**src/rtl/tinisoc_pkg.sv**
```systemverilog
// Shared definitions for the tinisoc memory subsystem: arbiter state encoding,
// default arbitration limits and the unified memory address width.
package tinisoc_pkg;

  typedef enum logic [1:0] {
    ST_IDLE     = 2'd0,
    ST_GRANT_IM = 2'd1,
    ST_GRANT_DM = 2'd2
  } arb_state_t;

  localparam int         MEM_AW           = 12;
  localparam int         STARVE_LIMIT_DEF = 4;
  localparam int         TIMEOUT_DEF      = 15;
  localparam logic [2:0] STARVE_MAX       = 3'd7;

  // Word-to-byte conversion plus base offset; wraps modulo the memory size.
  function automatic logic [MEM_AW-1:0] im_byte_addr(input logic [9:0]        word,
                                                     input logic [MEM_AW-1:0] base);
    logic [MEM_AW-1:0] byte_addr;
    byte_addr = {2'b00, word} << 2'd2;
    return byte_addr + base;
  endfunction

endpackage

```
**src/rtl/mem_arbiter.sv**
```systemverilog
// Two-requester arbiter (instruction fetch / data port) in front of a unified
// single-port memory, with IM anti-starvation and an access timeout.
module mem_arbiter
  import tinisoc_pkg::*;
#(
  parameter logic [MEM_AW-1:0] IM_BASE      = 12'h000,
  parameter int                STARVE_LIMIT = STARVE_LIMIT_DEF,
  parameter int                TIMEOUT      = TIMEOUT_DEF
) (
  input  logic              clock,
  input  logic              reset,
  input  logic              im_req,
  input  logic [9:0]        im_address,
  output logic [31:0]       im_rdata,
  output logic              im_ready,
  input  logic              dm_req,
  input  logic              dm_write,
  input  logic [MEM_AW-1:0] dm_address,
  input  logic [31:0]       dm_wdata,
  output logic [31:0]       dm_rdata,
  output logic              dm_ready,
  output logic              mem_enable,
  output logic              mem_read,
  output logic              mem_write,
  output logic [MEM_AW-1:0] mem_address,
  output logic [31:0]       mem_in,
  input  logic [31:0]       mem_out,
  input  logic              mem_ack,
  output logic              bus_error,
  output logic              grant_dm
);

  localparam logic [31:0] STARVE_LIM = 32'(STARVE_LIMIT);
  localparam logic [7:0]  TO_LAST    = 8'(TIMEOUT - 1);

  arb_state_t        state_r;
  arb_state_t        next_state_s;
  logic [2:0]        starve_cnt_r;
  logic [7:0]        tcnt_r;
  logic              im_starved_s;

  logic              mem_enable_s;
  logic              mem_read_s;
  logic              mem_write_s;
  logic [MEM_AW-1:0] mem_address_s;
  logic [31:0]       mem_in_s;
  logic              im_ready_s;
  logic              dm_ready_s;
  logic              bus_error_s;
  logic              grant_dm_s;
  logic [31:0]       im_rdata_s;
  logic [31:0]       dm_rdata_s;

  assign im_starved_s = im_req && ({29'd0, starve_cnt_r} >= STARVE_LIM);

  // FSM state register
  always_ff @(posedge clock or negedge reset) begin
    if (!reset) begin
      state_r <= ST_IDLE;
    end else begin
      state_r <= next_state_s;
    end
  end

  // Next-state: DM priority unless IM has starved; grants end on ack or timeout
  always_comb begin
    next_state_s = state_r;
    case (state_r)
      ST_IDLE: begin
        if (dm_req && !im_starved_s) begin
          next_state_s = ST_GRANT_DM;
        end else if (im_req) begin
          next_state_s = ST_GRANT_IM;
        end else begin
          next_state_s = ST_IDLE;
        end
      end
      ST_GRANT_IM, ST_GRANT_DM: begin
        if (mem_ack || (tcnt_r == TO_LAST)) begin
          next_state_s = ST_IDLE;
        end else begin
          next_state_s = state_r;
        end
      end
      default: next_state_s = ST_IDLE;
    endcase
  end

  // Next values of the registered outputs; address/data are latched at grant entry
  always_comb begin
    mem_enable_s  = 1'b0;
    mem_read_s    = 1'b0;
    mem_write_s   = 1'b0;
    mem_address_s = mem_address;
    mem_in_s      = mem_in;
    im_ready_s    = 1'b0;
    dm_ready_s    = 1'b0;
    bus_error_s   = 1'b0;
    grant_dm_s    = 1'b0;
    im_rdata_s    = im_rdata;
    dm_rdata_s    = dm_rdata;
    case (state_r)
      ST_IDLE: begin
        case (next_state_s)
          ST_GRANT_IM: begin
            mem_enable_s  = 1'b1;
            mem_read_s    = 1'b1;
            mem_address_s = im_byte_addr(im_address, IM_BASE);
          end
          ST_GRANT_DM: begin
            mem_enable_s  = 1'b1;
            mem_read_s    = !dm_write;
            mem_write_s   = dm_write;
            mem_address_s = dm_address;
            mem_in_s      = dm_wdata;
            grant_dm_s    = 1'b1;
          end
          default: begin
            mem_enable_s = 1'b0;
          end
        endcase
      end
      ST_GRANT_IM: begin
        if (next_state_s == ST_IDLE) begin
          im_ready_s  = 1'b1;
          bus_error_s = !mem_ack;
          im_rdata_s  = mem_ack ? mem_out : 32'h0000_0000;
        end else begin
          mem_enable_s = mem_enable;
          mem_read_s   = mem_read;
          mem_write_s  = mem_write;
        end
      end
      ST_GRANT_DM: begin
        if (next_state_s == ST_IDLE) begin
          dm_ready_s  = 1'b1;
          bus_error_s = !mem_ack;
          if (mem_write) begin
            dm_rdata_s = dm_rdata;
          end else begin
            dm_rdata_s = mem_ack ? mem_out : 32'h0000_0000;
          end
        end else begin
          mem_enable_s = mem_enable;
          mem_read_s   = mem_read;
          mem_write_s  = mem_write;
          grant_dm_s   = 1'b1;
        end
      end
      default: begin
        mem_enable_s = 1'b0;
      end
    endcase
  end

  // Starvation and timeout counters
  always_ff @(posedge clock or negedge reset) begin
    if (!reset) begin
      starve_cnt_r <= 3'd0;
      tcnt_r       <= 8'd0;
    end else begin
      if ((state_r == ST_IDLE) && (next_state_s == ST_GRANT_IM)) begin
        starve_cnt_r <= 3'd0;
      end else if (im_req && (state_r != ST_GRANT_IM) && (starve_cnt_r != STARVE_MAX)) begin
        starve_cnt_r <= starve_cnt_r + 3'd1;
      end else begin
        starve_cnt_r <= starve_cnt_r;
      end
      if ((state_r != ST_IDLE) && !mem_ack && (tcnt_r != TO_LAST)) begin
        tcnt_r <= tcnt_r + 8'd1;
      end else begin
        tcnt_r <= 8'd0;
      end
    end
  end

  // Output registers
  always_ff @(posedge clock or negedge reset) begin
    if (!reset) begin
      mem_enable  <= 1'b0;
      mem_read    <= 1'b0;
      mem_write   <= 1'b0;
      mem_address <= '0;
      mem_in      <= 32'h0000_0000;
      im_ready    <= 1'b0;
      dm_ready    <= 1'b0;
      bus_error   <= 1'b0;
      grant_dm    <= 1'b0;
      im_rdata    <= 32'h0000_0000;
      dm_rdata    <= 32'h0000_0000;
    end else begin
      mem_enable  <= mem_enable_s;
      mem_read    <= mem_read_s;
      mem_write   <= mem_write_s;
      mem_address <= mem_address_s;
      mem_in      <= mem_in_s;
      im_ready    <= im_ready_s;
      dm_ready    <= dm_ready_s;
      bus_error   <= bus_error_s;
      grant_dm    <= grant_dm_s;
      im_rdata    <= im_rdata_s;
      dm_rdata    <= dm_rdata_s;
    end
  end

endmodule

```
**config.mk**
```make
export PLATFORM = sky130hd
export DESIGN_NAME = mem_arbiter
export DESIGN_NICKNAME = d
export VERILOG_FILES = /design/src/rtl/tinisoc_pkg.sv /design/src/rtl/mem_arbiter.sv
export SDC_FILE = /design/constraint.sdc
export NUM_CORES = 1
export LEC_CHECK = 0
export CAP_MARGIN = 20
export CORE_MARGIN = 2
export CORE_UTILIZATION = 43
export CTS_CLUSTER_DIAMETER = 80
export DETAILED_ROUTE_END_ITERATION = 7
export GPL_ROUTABILITY_DRIVEN = 0
export PLACE_DENSITY = 0.8
export SYNTH_ARGS = -nofsm -noshare
export SYNTH_HDL_FRONTEND = slang
export SYNTH_SLANG_ARGS = --single-unit
```
**constraint.sdc**
```tcl
create_clock -name clock -period 3.2 [get_ports clock]
set_input_delay 0.48 -clock clock [delete_from_list [all_inputs] [get_ports clock]]
set_output_delay 0.48 -clock clock [all_outputs]
set_load 0.05 [all_outputs]
```
==> flow_summary.ini <==
[outcome]
status = finished, violations left
violations = DRC

[finish]
final_core_util_pct = 68.6
drive_gt1_share_pct = 11.6
layout_common_cells = clkdlybuf4s50_1 (205), dfrtp_1 (128), nand2_1 (115), o21ai_0 (81), mux2_2 (32)
area_growth_syn_to_layout_pct = 54.5
final_cell_area_mm2 = 0.00790
layout_commonest_cell = clkdlybuf4s50_1
antenna_cells = 0
final_nets = 770
fillers = 855

[detailed_routing]
dr_total_vias = 4118
drc = 16
routedWlPerCell_um = 15.8
firstDrtPassIters = 7
routed_wl_um = 13000
avgViaCountPerCell = 5.00
drt_iter0_drc = 367
ant_nets = 0

[timing]
fin_crit_sh_pct = 78.1
finalHoldViolCount = 0
fin_setup_tns_ns = 0
grt_setup_unrepaired = false
layout_min_cycle_time_ns = 2.50
drv_slew = 0
finalSetupViolCount = 0
max_freq_ghz = 0.400
max_slew_margin_pct = 53.6
tightest_slew_ns = 0.696
fin_worst_skew_ns = 0.0154

[yosys]
synthCells = 460
yosysWarnings = 0
synth-simple-area-share_pct = 11.6
syn_area_mm2 = 0.00511
synth_nets = 563
ys.flop_type = dfrtp_1
synth_xor_area_share_pct = 0.685
synth_edf_count = 0
synth_top_family_by_area = simple AND/OR/NAND/NOR gates
synth_fa_ha_area_share_pct = 2.69
synthArstFlopShare_pct = 100
syn_avg_cell_area_um2 = 11.1
synth_compound_area_share_pct = 10.1
seq_area_frac_synth_pct = 62.6
synth_mux_area_share_pct = 9.39
synth.distinct_cells = 31
ys_ff_latch = 128

[floorplanning]
die_w_um = 113
core_mm2 = 0.0115
initial_core_util_pct = 44.4
rows = 39
ios = 207
fp.dieH_um = 113
dieArea_mm2 = 0.0128

[clock_tree]
cts_setup_buffers = 0
cts_buffer_depth = 2
cts_resized = 0
htree_levels = 4
clkTransAtPathRegs_ns = 0.05
clock_latency_ns = 0.41
cts_tree = yes
ctsRootBufferMaster = clkbuf_16
cts_sinks = 128
postCtsHoldBufs = 0
cts_buffers = 17

[global_route]
antenna_found_initial = 0
overflow = 0
grt_pass1_vias = 4400
gr-usage-all-layers_pct = 20.9
grt_pass1_wl_um = 21000
grt_max_degree = 66

[worst_setup_path]
crit_type = flip-flop to flip-flop
start_kind = flip-flop
r2r_slack_ns = 0.70
reg2reg_from = state_r[0]$_DFF_PN0_
worst_ep_arrival_time_ns = 2.78
crit_path_max_fanout = 34
cp_common_cell = ha_1
slowest_delay_ns = 0.40
end_kind = flip-flop
required_ns = 3.48
reg2reg_depth = 9
r2r_end = mem_in[20]$_DFFE_PN0P_
crit_chain = inv_1, ha_1, nor2b_1, o211ai_1, a21o_1, ha_1, nand2_2, buf_4, mux2_2
crit_path_top_delay_cell = dfrtp_1

[run]
cap_violations = 0

[power_and_ir_drop]
comb_power_share_pct = 53.9
seq_power_share_pct = 27.6
p_sw_w = 0.00452
intPower_w = 0.00526
pwr-share-clk_pct = 18.5
ir_drop_mv = 0.548
p_leak_nw = 3.46
report.power.total_w = 0.00978
switching_share_pct = 46.2
pwr_density_cell_mw_per_mm2 = 1240

[worst_hold_path]
hold_path.class = input port to asynchronous set/reset pin

[placement]
dp_hpwl_um = 9400
dpl_cell_area_mm2 = 0.00733
io_buffers = 206
power by group through the flow:
stage               Combinational (W)  Clock (W)  Sequential, W
finish                        0.00527    0.00181        0.00270
global route                  0.00555    0.00192        0.00278
CTS                           0.00530    0.00185        0.00270
detailed placement            0.00529          0        0.00272
global placement              0.00519          0        0.00268
floorplan                     0.00125          0        0.00491
sequential cells by signal (all words and copies together) (netlist names):
name and count:
dm_rdata 32, im_rdata 32, mem_enable 1, grant_dm 1, mem_read 1, im_ready 1, dm_ready 1, starve_cnt_r 3
state_r 2, mem_address 12, mem_write 1, tcnt_r 8, bus_error 1, mem_in 32
cell type report:
type	instances	area [um2]	share of cell area (%)
Sequential cell	128	3200	40.5
Inverter	8	30.0	0.380
Tap cell	143	179	2.26
Timing Repair Buffer	214	2160	27.3
Clock inverter	10	85.1	1.08
Clock buffer	22	484	6.13
Multi-Input combinational cell	298	1770	22.3
logic make-up (layout without fill, tap and decap cells):
logic type	Yosys count	after routing
AO/OA/AOI/OAI	98	98
XOR/XNOR	4	4
adder cells (fa/ha/maj)	11	11
buffers and inverters	34	254
flip-flops	128	128
multiplexers	44	44
AND/OR/NAND/NOR	141	141
cells in the mapped netlist, types with 2 or more instances:
cell type / count / area share (%)
buf_2: 8 / 0.78
nand3_1: 5 / 0.49
o31ai_1: 2 / 0.29
a21oi_1: 7 / 0.68
o211ai_1: 3 / 0.44
mux2_2: 32 / 7.0
inv_1: 8 / 0.59
clkbuf_1: 15 / 1.1
buf_4: 3 / 0.44
nor2_1: 6 / 0.44
dfrtp_1: 128 / 63
mux2i_1: 12 / 2.3
nand2_1: 116 / 8.5
nor2b_1: 2 / 0.24
xor2_1: 2 / 0.34
and2_1: 2 / 0.24
ha_1: 11 / 2.7
a21o_1: 2 / 0.29
o21ai_0: 81 / 7.9
or3_1: 3 / 0.37
xnor2_1: 2 / 0.34
routing by layer:
layer,track usage [%],share of wire [%],vias up
met5,0,0,-
met4,9.02,2.2,0
met3,4.87,5.7,24
met2,36.6,52,140
met1,24.5,40,2002
li1,-,-,1952
stage by stage:
stage	std cells	worst slack (ns)	hold slack (ns)
6_report	823	0.700	0.120
5_1_grt	823	0.452	0.174
4_1_cts	823	0.678	0.136
3_5_place_dp	791	0.539	0.470
3_3_place_gp	791	0.620	0.463
2_1_floorplan	460	0.947	0.184
critical path, delay by kind of cell (launching register included):
kind	cells	cell delay, ns
buffers and inverters	2	0.46
adder cells (fa/ha/maj)	2	0.49
multiplexers	1	0.39
AND/OR/NAND/NOR	2	0.26
flip-flops	1	0.40
AO/OA/AOI/OAI	2	0.36
worst max-delay path by stage:
stage	start	end	cells past startpoint
after global placement	mem_ack	mem_in[3]$_DFFE_PN0P_	8
after floorplan	state_r[0]$_DFF_PN0_	mem_in[10]$_DFFE_PN0P_	10
after detailed placement	mem_ack	mem_in[27]$_DFFE_PN0P_	8
after CTS	state_r[0]$_DFF_PN0_	mem_in[28]$_DFFE_PN0P_	9
after global routing	state_r[0]$_DFF_PN0_	mem_address[0]$_DFFE_PN0P_	9
final	state_r[0]$_DFF_PN0_	mem_in[20]$_DFFE_PN0P_	9
No activity file was read; power rests on OpenSTA's default activity.
